<file path="src/rtl/sc_spi_bufctl_if.sv">
// Bus bundle for sc_spi_bufctl: the host buffer/control port plus the link
// to the SPI protocol controller. The slave modport is the buffer block's
// view; the master modport is the view of whatever drives it (host and
// controller together).
// Optional IRQ/IRQCLR pair exists only when SC_SPI_BUF_IRQ_EN is defined.
interface sc_spi_bufctl_if;
  // Host side
  logic        TXWE;
  logic [3:0]  TXWADDR;
  logic [31:0] TXWDATA;
  logic [3:0]  RXRADDR;
  logic [31:0] RXRDATA;
  logic        XSTART;
  logic        XBUSY;
  logic        XDONE;
  logic        TXWERR;
  // Controller side
  logic        SPISTART;
  logic        SPIBUSY;
  logic [3:0]  TXDPT;
  logic [31:0] TXDATA;
  logic [31:0] RXDATA;
  logic        RXVALID;
  logic [3:0]  RXDPT;
`ifdef SC_SPI_BUF_IRQ_EN
  logic        IRQ;
  logic        IRQCLR;
`endif

  modport slave (
`ifdef SC_SPI_BUF_IRQ_EN
    output IRQ,
    input  IRQCLR,
`endif
    input  TXWE,
    input  TXWADDR,
    input  TXWDATA,
    input  RXRADDR,
    output RXRDATA,
    input  XSTART,
    output XBUSY,
    output XDONE,
    output TXWERR,
    output SPISTART,
    input  SPIBUSY,
    input  TXDPT,
    output TXDATA,
    input  RXDATA,
    input  RXVALID,
    input  RXDPT
  );

  modport master (
`ifdef SC_SPI_BUF_IRQ_EN
    input  IRQ,
    output IRQCLR,
`endif
    output TXWE,
    output TXWADDR,
    output TXWDATA,
    output RXRADDR,
    input  RXRDATA,
    output XSTART,
    input  XBUSY,
    input  XDONE,
    input  TXWERR,
    input  SPISTART,
    output SPIBUSY,
    output TXDPT,
    input  TXDATA,
    output RXDATA,
    output RXVALID,
    output RXDPT
  );
endinterface

</file>
<file path="src/rtl/sc_spi_bufctl.sv">
// sc_spi_bufctl: 16x32 TX/RX word buffers and the one-frame sequencer that
// sits upstream of the SPI protocol controller.
//  - TX buffer is host-writable only while idle; the controller reads it
//    combinationally through TXDPT.
//  - RX buffer captures RXDATA at RXDPT on every RXVALID, in any state.
//  - One XSTART runs SPISTART/SPIBUSY handshake, then waits DRAIN_CYC cycles
//    for the RX pipeline to catch up before pulsing XDONE.
// Optional feature: define SC_SPI_BUF_IRQ_EN to add a sticky IRQ output with
// an IRQCLR clear input.
module sc_spi_bufctl #(
  // Cycles to wait after SPIBUSY falls, legal range 1..7
  parameter int unsigned DRAIN_CYC = 3
) (
  input logic            SPICLK,
  input logic            SYSRSTB,
  sc_spi_bufctl_if.slave bus
);

  typedef enum logic [2:0] {
    StIdle,
    StReq,
    StRun,
    StDrain,
    StDone
  } state_e;

  localparam logic [2:0] DrainLoad = 3'(DRAIN_CYC - 1);

  state_e      state_q;
  logic [2:0]  drain_cnt_q;
  logic        spistart_q;
  logic        xbusy_q;
  logic        xdone_q;
  logic        txwerr_q;
  logic [31:0] txbuf_q [16];
  logic [31:0] rxbuf_q [16];
  logic [31:0] rxrdata_q;
`ifdef SC_SPI_BUF_IRQ_EN
  logic        irq_q;
`endif

  // Sequencer: state, drain counter and all registered status outputs.
  always_ff @(posedge SPICLK or negedge SYSRSTB) begin
    if (!SYSRSTB) begin
      state_q     <= StIdle;
      drain_cnt_q <= 3'd0;
      spistart_q  <= 1'b0;
      xbusy_q     <= 1'b0;
      xdone_q     <= 1'b0;
      txwerr_q    <= 1'b0;
`ifdef SC_SPI_BUF_IRQ_EN
      irq_q       <= 1'b0;
`endif
    end else begin
      // Start clears the error; a write attempt while busy latches it.
      if (state_q == StIdle) begin
        if (bus.XSTART) begin
          txwerr_q <= 1'b0;
        end
      end else if (bus.TXWE) begin
        txwerr_q <= 1'b1;
      end

`ifdef SC_SPI_BUF_IRQ_EN
      // Set on entry to DONE and held through it, so a coincident clear loses.
      if ((state_q == StDrain && drain_cnt_q == 3'd0) || state_q == StDone) begin
        irq_q <= 1'b1;
      end else if (bus.IRQCLR) begin
        irq_q <= 1'b0;
      end
`endif

      unique case (state_q)
        StIdle: begin
          if (bus.XSTART) begin
            state_q    <= StReq;
            spistart_q <= 1'b1;
            xbusy_q    <= 1'b1;
          end
        end
        StReq: begin
          // No timeout: wait as long as the controller takes to respond.
          if (bus.SPIBUSY) begin
            state_q    <= StRun;
            spistart_q <= 1'b0;
          end
        end
        StRun: begin
          if (!bus.SPIBUSY) begin
            state_q     <= StDrain;
            drain_cnt_q <= DrainLoad;
          end
        end
        StDrain: begin
          if (drain_cnt_q == 3'd0) begin
            state_q <= StDone;
            xdone_q <= 1'b1;
          end else begin
            drain_cnt_q <= drain_cnt_q - 3'd1;
          end
        end
        StDone: begin
          state_q <= StIdle;
          xdone_q <= 1'b0;
          xbusy_q <= 1'b0;
        end
        default: begin
          state_q    <= StIdle;
          spistart_q <= 1'b0;
          xbusy_q    <= 1'b0;
          xdone_q    <= 1'b0;
        end
      endcase
    end
  end

  // TX buffer: host writes land only while idle (including the XSTART cycle).
  always_ff @(posedge SPICLK or negedge SYSRSTB) begin
    if (!SYSRSTB) begin
      for (int i = 0; i < 16; i++) begin
        txbuf_q[i] <= 32'd0;
      end
    end else if (bus.TXWE && state_q == StIdle) begin
      txbuf_q[bus.TXWADDR] <= bus.TXWDATA;
    end
  end

  // RX buffer capture and registered host read port; same-address
  // read/write on one edge returns the pre-write word.
  always_ff @(posedge SPICLK or negedge SYSRSTB) begin
    if (!SYSRSTB) begin
      for (int i = 0; i < 16; i++) begin
        rxbuf_q[i] <= 32'd0;
      end
      rxrdata_q <= 32'd0;
    end else begin
      if (bus.RXVALID) begin
        rxbuf_q[bus.RXDPT] <= bus.RXDATA;
      end
      rxrdata_q <= rxbuf_q[bus.RXRADDR];
    end
  end

  assign bus.TXDATA   = txbuf_q[bus.TXDPT];
  assign bus.RXRDATA  = rxrdata_q;
  assign bus.XBUSY    = xbusy_q;
  assign bus.XDONE    = xdone_q;
  assign bus.TXWERR   = txwerr_q;
  assign bus.SPISTART = spistart_q;
`ifdef SC_SPI_BUF_IRQ_EN
  assign bus.IRQ      = irq_q;
`endif

endmodule

</file>
<file path="src/flat_wrapper.sv">
// flat-port wrapper written by rule: the top's interface ports become plain ports
module sc_spi_bufctl_flat 
#(
                                                         
  parameter int unsigned DRAIN_CYC = 3
)
  (SPICLK, SYSRSTB, bus_TXWE, bus_TXWADDR, bus_TXWDATA, bus_RXRADDR, bus_RXRDATA, bus_XSTART, bus_XBUSY, bus_XDONE, bus_TXWERR, bus_SPISTART, bus_SPIBUSY, bus_TXDPT, bus_TXDATA, bus_RXDATA, bus_RXVALID, bus_RXDPT);
  sc_spi_bufctl_if bus_i ();
  input logic SPICLK;
  input logic SYSRSTB;
  input wire logic [$bits(bus_i.TXWE)-1:0] bus_TXWE;
  input wire logic [$bits(bus_i.TXWADDR)-1:0] bus_TXWADDR;
  input wire logic [$bits(bus_i.TXWDATA)-1:0] bus_TXWDATA;
  input wire logic [$bits(bus_i.RXRADDR)-1:0] bus_RXRADDR;
  output wire logic [$bits(bus_i.RXRDATA)-1:0] bus_RXRDATA;
  input wire logic [$bits(bus_i.XSTART)-1:0] bus_XSTART;
  output wire logic [$bits(bus_i.XBUSY)-1:0] bus_XBUSY;
  output wire logic [$bits(bus_i.XDONE)-1:0] bus_XDONE;
  output wire logic [$bits(bus_i.TXWERR)-1:0] bus_TXWERR;
  output wire logic [$bits(bus_i.SPISTART)-1:0] bus_SPISTART;
  input wire logic [$bits(bus_i.SPIBUSY)-1:0] bus_SPIBUSY;
  input wire logic [$bits(bus_i.TXDPT)-1:0] bus_TXDPT;
  output wire logic [$bits(bus_i.TXDATA)-1:0] bus_TXDATA;
  input wire logic [$bits(bus_i.RXDATA)-1:0] bus_RXDATA;
  input wire logic [$bits(bus_i.RXVALID)-1:0] bus_RXVALID;
  input wire logic [$bits(bus_i.RXDPT)-1:0] bus_RXDPT;
  assign bus_i.TXWE = bus_TXWE;
  assign bus_i.TXWADDR = bus_TXWADDR;
  assign bus_i.TXWDATA = bus_TXWDATA;
  assign bus_i.RXRADDR = bus_RXRADDR;
  assign bus_RXRDATA = bus_i.RXRDATA;
  assign bus_i.XSTART = bus_XSTART;
  assign bus_XBUSY = bus_i.XBUSY;
  assign bus_XDONE = bus_i.XDONE;
  assign bus_TXWERR = bus_i.TXWERR;
  assign bus_SPISTART = bus_i.SPISTART;
  assign bus_i.SPIBUSY = bus_SPIBUSY;
  assign bus_i.TXDPT = bus_TXDPT;
  assign bus_TXDATA = bus_i.TXDATA;
  assign bus_i.RXDATA = bus_RXDATA;
  assign bus_i.RXVALID = bus_RXVALID;
  assign bus_i.RXDPT = bus_RXDPT;
  sc_spi_bufctl #(.DRAIN_CYC(DRAIN_CYC)) u_core (.SPICLK(SPICLK), .SYSRSTB(SYSRSTB), .bus(bus_i));
endmodule
</file>
<file path="config.mk">
export PLATFORM = sky130hd
export DESIGN_NAME = sc_spi_bufctl_flat
export DESIGN_NICKNAME = d
export VERILOG_FILES = /design/src/rtl/sc_spi_bufctl_if.sv /design/src/rtl/sc_spi_bufctl.sv /design/src/flat_wrapper.sv
export SDC_FILE = /design/constraint.sdc
export NUM_CORES = 1
export LEC_CHECK = 0
export CORE_ASPECT_RATIO = 0.7
export CORE_MARGIN = 2
export CORE_UTILIZATION = 40
export DETAILED_ROUTE_END_ITERATION = 8
export PLACE_DENSITY = 0.58
export SYNTH_ARGS = -nofsm -noshare
export SYNTH_HDL_FRONTEND = slang
export SYNTH_SLANG_ARGS = --single-unit
</file>
<file path="constraint.sdc">
create_clock -name SPICLK -period 2.7 [get_ports SPICLK]
set_input_delay 0.405 -clock SPICLK [delete_from_list [all_inputs] [get_ports SPICLK]]
set_output_delay 0.405 -clock SPICLK [all_outputs]
set_load 0.01 [all_outputs]
</file>
Word level (Yosys, flattened, before mapping) --
Index checks and enable logic that the tools add are counted.
Storage, ports and cells: flip-flop bits (word level) 1066, input bits 86, output and inout bits 68, word-level logic and storage cells 107
Operators by class: add/subtract/negate cells 1, order comparisons 6, equality and inequality tests 9, muxes and demuxes 29, bitwise gates (word level) 7, reductions and logical operators 16
Operators by type and width (count):
- bitwise mux 512 bit | 2
- binary-select mux 32 bit (select 4 bit) | 2
- demux 32 bit (select 4 bit) | 2
- 2-to-1 mux 32 bit | 6
- greater-or-equal comparator 5 bit (second input constant) | 4
- NOT 4 -> 5 bit | 4
- 2-to-1 mux 3 bit | 6
- one-hot mux 3 bit (4 select lines) | 1
- < comparator 5 x 1 -> 1 bit (second input constant) | 2
- OR reduction 3 bit | 3
- != test 2 bit (second input constant) | 4
- equality test 3 x 2 -> 1 bit (second input constant) | 2
- logical NOT 3 bit | 2
- 2-to-1 mux 1 bit | 6
- one-hot mux 3 bit (2 select lines) | 1
- AND reduction 2 bit | 3
- AND reduction 3 bit | 2
- one-hot mux 1 bit (2 select lines) | 2
- AND reduction 4 bit | 1
- nonzero test 2 bit | 2
- equality test 3 x 1 -> 1 bit (second input constant) | 1
- equality test 3 bit (second input constant) | 1
- logical AND 1 bit | 3
- NOT 1 bit | 3
- other kinds (3) | 3

Longest topological paths before layout --
depth after elaboration 6, depth in mapped cells 7, mapped depth without buffers 6

Worst setup path after synthesis --
OpenSTA, ideal clock, no wires.
path type input to output, from input bus_TXDPT[0], to output bus_TXDATA[16], data arrival time 1.755 ns, data required time 2.295 ns, slack 0.540 ns, stages on the path 5, buffers on the path 2, path through buf_2 -> buf_2 -> mux4_2 -> a22oi_1 -> nand2_1
On the way: word-level cells in the longest chain between the ends 4
RTL lines:
- from (decl) | RTL line flat_wrapper.sv:22 | input wire logic [$bits(bus_i.TXDPT)-1:0] bus_TXDPT;
- NOT 4 -> 5 bit (not written as such) | RTL line sc_spi_bufctl.sv:144 | assign bus.TXDATA = txbuf_q[bus.TXDPT];
- binary-select mux 32 bit (select 4 bit) | RTL line sc_spi_bufctl.sv:144
- 2-to-1 mux 32 bit (not written as such) (2 in a row) | RTL line sc_spi_bufctl.sv:144
- to (decl) | RTL line flat_wrapper.sv:23 | output wire logic [$bits(bus_i.TXDATA)-1:0] bus_TXDATA;
No other way between the ends. The select of a mux whose other input is x is not followed.

Worst setup path in the final report --
from register u_core.txbuf_q[145] in the netlist's numbering, to output bus_TXDATA[17]
On the way: word-level cells in the longest chain between the ends 3
RTL lines:
- from (decl) | RTL line sc_spi_bufctl.sv:35 | logic [31:0] txbuf_q [16];
- from (signal, indexed assignment) | RTL line sc_spi_bufctl.sv:124 | txbuf_q[bus.TXWADDR] <= bus.TXWDATA;
- binary-select mux 32 bit (select 4 bit) | RTL line sc_spi_bufctl.sv:144
- 2-to-1 mux 32 bit (not written as such) (2 in a row) | RTL line sc_spi_bufctl.sv:144
No other way between the ends. The select of a mux whose other input is x is not followed.

==> run metrics <==
Area after DPL=just over 50000 sq um; area of the core=~120000 sq um; # Post-CTS Setup Buffers=0; drt pass-1 iters=5; Seq cells post-synth=1066; chip width=a little over 400 um; clk root buf=clkbuf_16; share of layout cells above drive strength 1=0.5251; Post-Syn Area=around 47000 sq um; Slew Limit Fails=0; Via-to-Cell Ratio=roughly 5.7; slew margin rel.=0.5880; Worst Path Max Fanout=2; critical path's top delay family=multiplexers; worst setup path class=reg -> out; Port Buf Inserts=about 150; Buf/Inv on CP=1; R2R setup slack=~420 ps; status=complete, no violations; Final Skew=about 16 ps; initial antenna violation count=4; Synth area leaders=dfrtp_1 57%, mux2_2 24%, mux4_2 12%; Post-Syn Nets=about 3000; Syn-to-layout area delta=18.32%; Remaining DRCs=0; clock slew at reported path FFs=around 60 ps; final count of hold timing violations=0; register area=26680 sq um; Slew @ Worst Pin=between 600 and 700 ps; CP Cell Sequence=mux4_2 > a22oi_1 > nand2_2 > dlygate4sd2_1; Power Total=~0.05 W; Antenna Nets Post-Route=0; row cnt=~100; Fmax=approximately 380 MHz; post-synthesis cell type count=31; GRT Residual Overflow=0; wire length per cell after detailed routing=roughly 26 um; largest net degree at the start of global routing=between 90 and 100; Tcrit/Tclk final=0.9656; fin nets=3153; max incr delay on CP=roughly 460 ps; CP Launch Type=register; vias in the first global route=between 20000 and 30000; r2r endpoint=u_core.txbuf_q[61]; # H-tree levels=3; crit end category=output pin; RSZ-0062 raised after global routing=no; first-pass GRT wire length=about 190000 um; Crit-path slowest cell=mux4_2; WP data arrival=around 2200 ps; Setup violations, final=0; Avg Inst Size Synth=16.17 sq um; worst-case reg-to-reg path depth=5; share of the synthesized area in the top cell type=0.5696; max_cap viols=0; Synthesis Warnings=0; post-DP HPWL=around 72000 um; Synth area leader=dfrtp_1; CTS tree=yes; io pins=~150; footprint of the multi-input gates=19270 sq um; die area=about 120000 sq um; routed vias=approximately 27000; cts bufs inserted=between 100 and 150; worst reg2reg path startpoint=u_core.state_q[1]; Final Wtd Congestion=about 0.73; Worst EP required=2300 ps; Initial Util=0.4053; Die Y=290.3 um; Clock Tree Buf Depth=3; Cell Pwr Density=roughly 900 nW/um^2; fillers=between 9000 and 10000; CTS sink count=roughly 1100; maximum vdd ir drop=506.7 uV; P_leak=24.67 nW; gr usage total=0.2071; Tmin final=~2600 ps; Clk Latency, worst-skew pair=around 700 ps; worst min-delay path category=in -> async; register area share after synthesis=0.5696; DRT iter0 DRCs=a little over 2000; final WL=~120000 um; Synth Instances=2896; design area=between 50000 and 60000 sq um
worst max-delay path by stage:
stage	start	to	depth (start not counted)
after detailed placement	bus_TXDPT[2]	bus_TXDATA[17]	6
after floorplan	bus_TXDPT[0]	bus_TXDATA[16]	5
after CTS	u_core.txbuf_q[384]	bus_TXDATA[0]	4
final	u_core.txbuf_q[145]	bus_TXDATA[17]	4
after global routing	u_core.txbuf_q[157]	bus_TXDATA[29]	4
after global placement	bus_TXDPT[0]	bus_TXDATA[27]	7
registers in the layout, summed over array words and instances (netlist names):
signal,flops
u_core.bus.TXWERR,1
u_core.bus.SPISTART,1
u_core.bus.XBUSY,1
u_core.state_q,3
u_core.rxbuf_q,512
u_core.bus.RXRDATA,32
u_core.drain_cnt_q,3
u_core.txbuf_q,512
u_core.bus.XDONE,1
synthesized netlist by cell type:
cell and count:
nor2b_1 10, nand3b_1 2, and2_1 3, nor3_2 4, buf_6 3, inv_1 7, clkbuf_2 1, a211oi_1 1
ha_1 2, a22o_1 2, a31oi_1 2, nor3b_1 1, or3_1 2, dfrtp_1 1066, clkbuf_1 157, a22oi_1 130
mux4_2 256, o21ai_0 4, mux2_1 28, or4b_4 1, a21oi_1 4, nor2_1 21, buf_1 20, nand2_1 79
buf_4 9, nand3_1 5, o32ai_1 1, mux2_2 996, nand2b_1 7, and3_1 4, buf_2 68
logic make-up after synthesis:
family / after synthesis / share of synthesized area
AOI/OAI and AO/OA: 144 / 0.02268
adders and majority gates: 2 / 0.0005342
and+or+nand+nor: 139 / 0.01365
buffers and inverters: 265 / 0.02428
muxes: 1280 / 0.3693
DFF: 1066 / 0.5696
final cells by class:
cell class | instances | share of cell area
flip-flops and latches | 1066 | 0.4814
multi-input cells | 1565 | 0.3477
repair buffers | 319 | 0.07090
clock buffers | 156 | 0.05703
well taps | 1537 | 0.03470
clock inverters | 29 | 0.007609
inverters | 7 | 0.0004742
diodes | 4 | 0.0001806
through the flow:
step / cells / utilization / worst slack (ps) / setup TNS, ps / hold WS (ps)
5_1_grt: 4682 / 0.4795 / 2.680 / 0 / 262.5
3_5_place_dp: 4493 / 0.4481 / -85.58 / -1161 / 417.9
3_3_place_gp: 4493 / 0.4481 / -107.4 / -1235 / 409.5
6_report: 4683 / 0.4796 / 92.88 / 0 / 265.9
4_1_cts: 4679 / 0.4790 / 6.930 / 0 / 241.4
2_1_floorplan: 2896 / - / 540.0 / 0 / 109.4
routing by layer:
| metal | vias up | global-route usage | routed length [um] |
|---|---|---|---|
| met5 | - | 0 | 13 |
| met4 | 2 | 0.05011 | 2671 |
| met3 | 174 | 0.03567 | 5148 |
| met2 | 544 | 0.3146 | 56590 |
| met1 | 14738 | 0.3093 | 58450 |
| li1 | 11168 | - | - |
placed cells by master, fill, tap and decap left out, types with 9 or more instances in the layout:
cell type | synthesis | layout
a22oi_1 | 130 | 117
a22oi_2 | 0 | 13
buf_12 | 0 | 94
buf_4 | 9 | 73
bufinv_16 | 0 | 9
clkbuf_1 | 157 | 18
clkbuf_16 | 0 | 106
clkbuf_8 | 0 | 34
clkdlybuf4s50_1 | 0 | 116
clkinv_2 | 0 | 11
dfrtp_1 | 1066 | 1066
dlygate4sd2_1 | 0 | 28
mux2_1 | 28 | 28
mux2_2 | 996 | 996
mux4_2 | 256 | 256
nand2_1 | 79 | 64
nand2_2 | 0 | 15
nor2_1 | 21 | 10
nor2_4 | 0 | 11
what timing repair did:
action,4_1_cts,5_1_grt
setup endpoints to repair,32,9
hold buffers,1,0
pin swaps,3,4
gates resized for setup,39,13
hold endpoints to repair,39,0
power breakdown:
group,internal [W],switching (W)
logic,0.00686,0.00378
clock network,0.00893,0.00631
registers,0.0212,0.00266
Note: power is estimated with default switching activity, not from simulation.
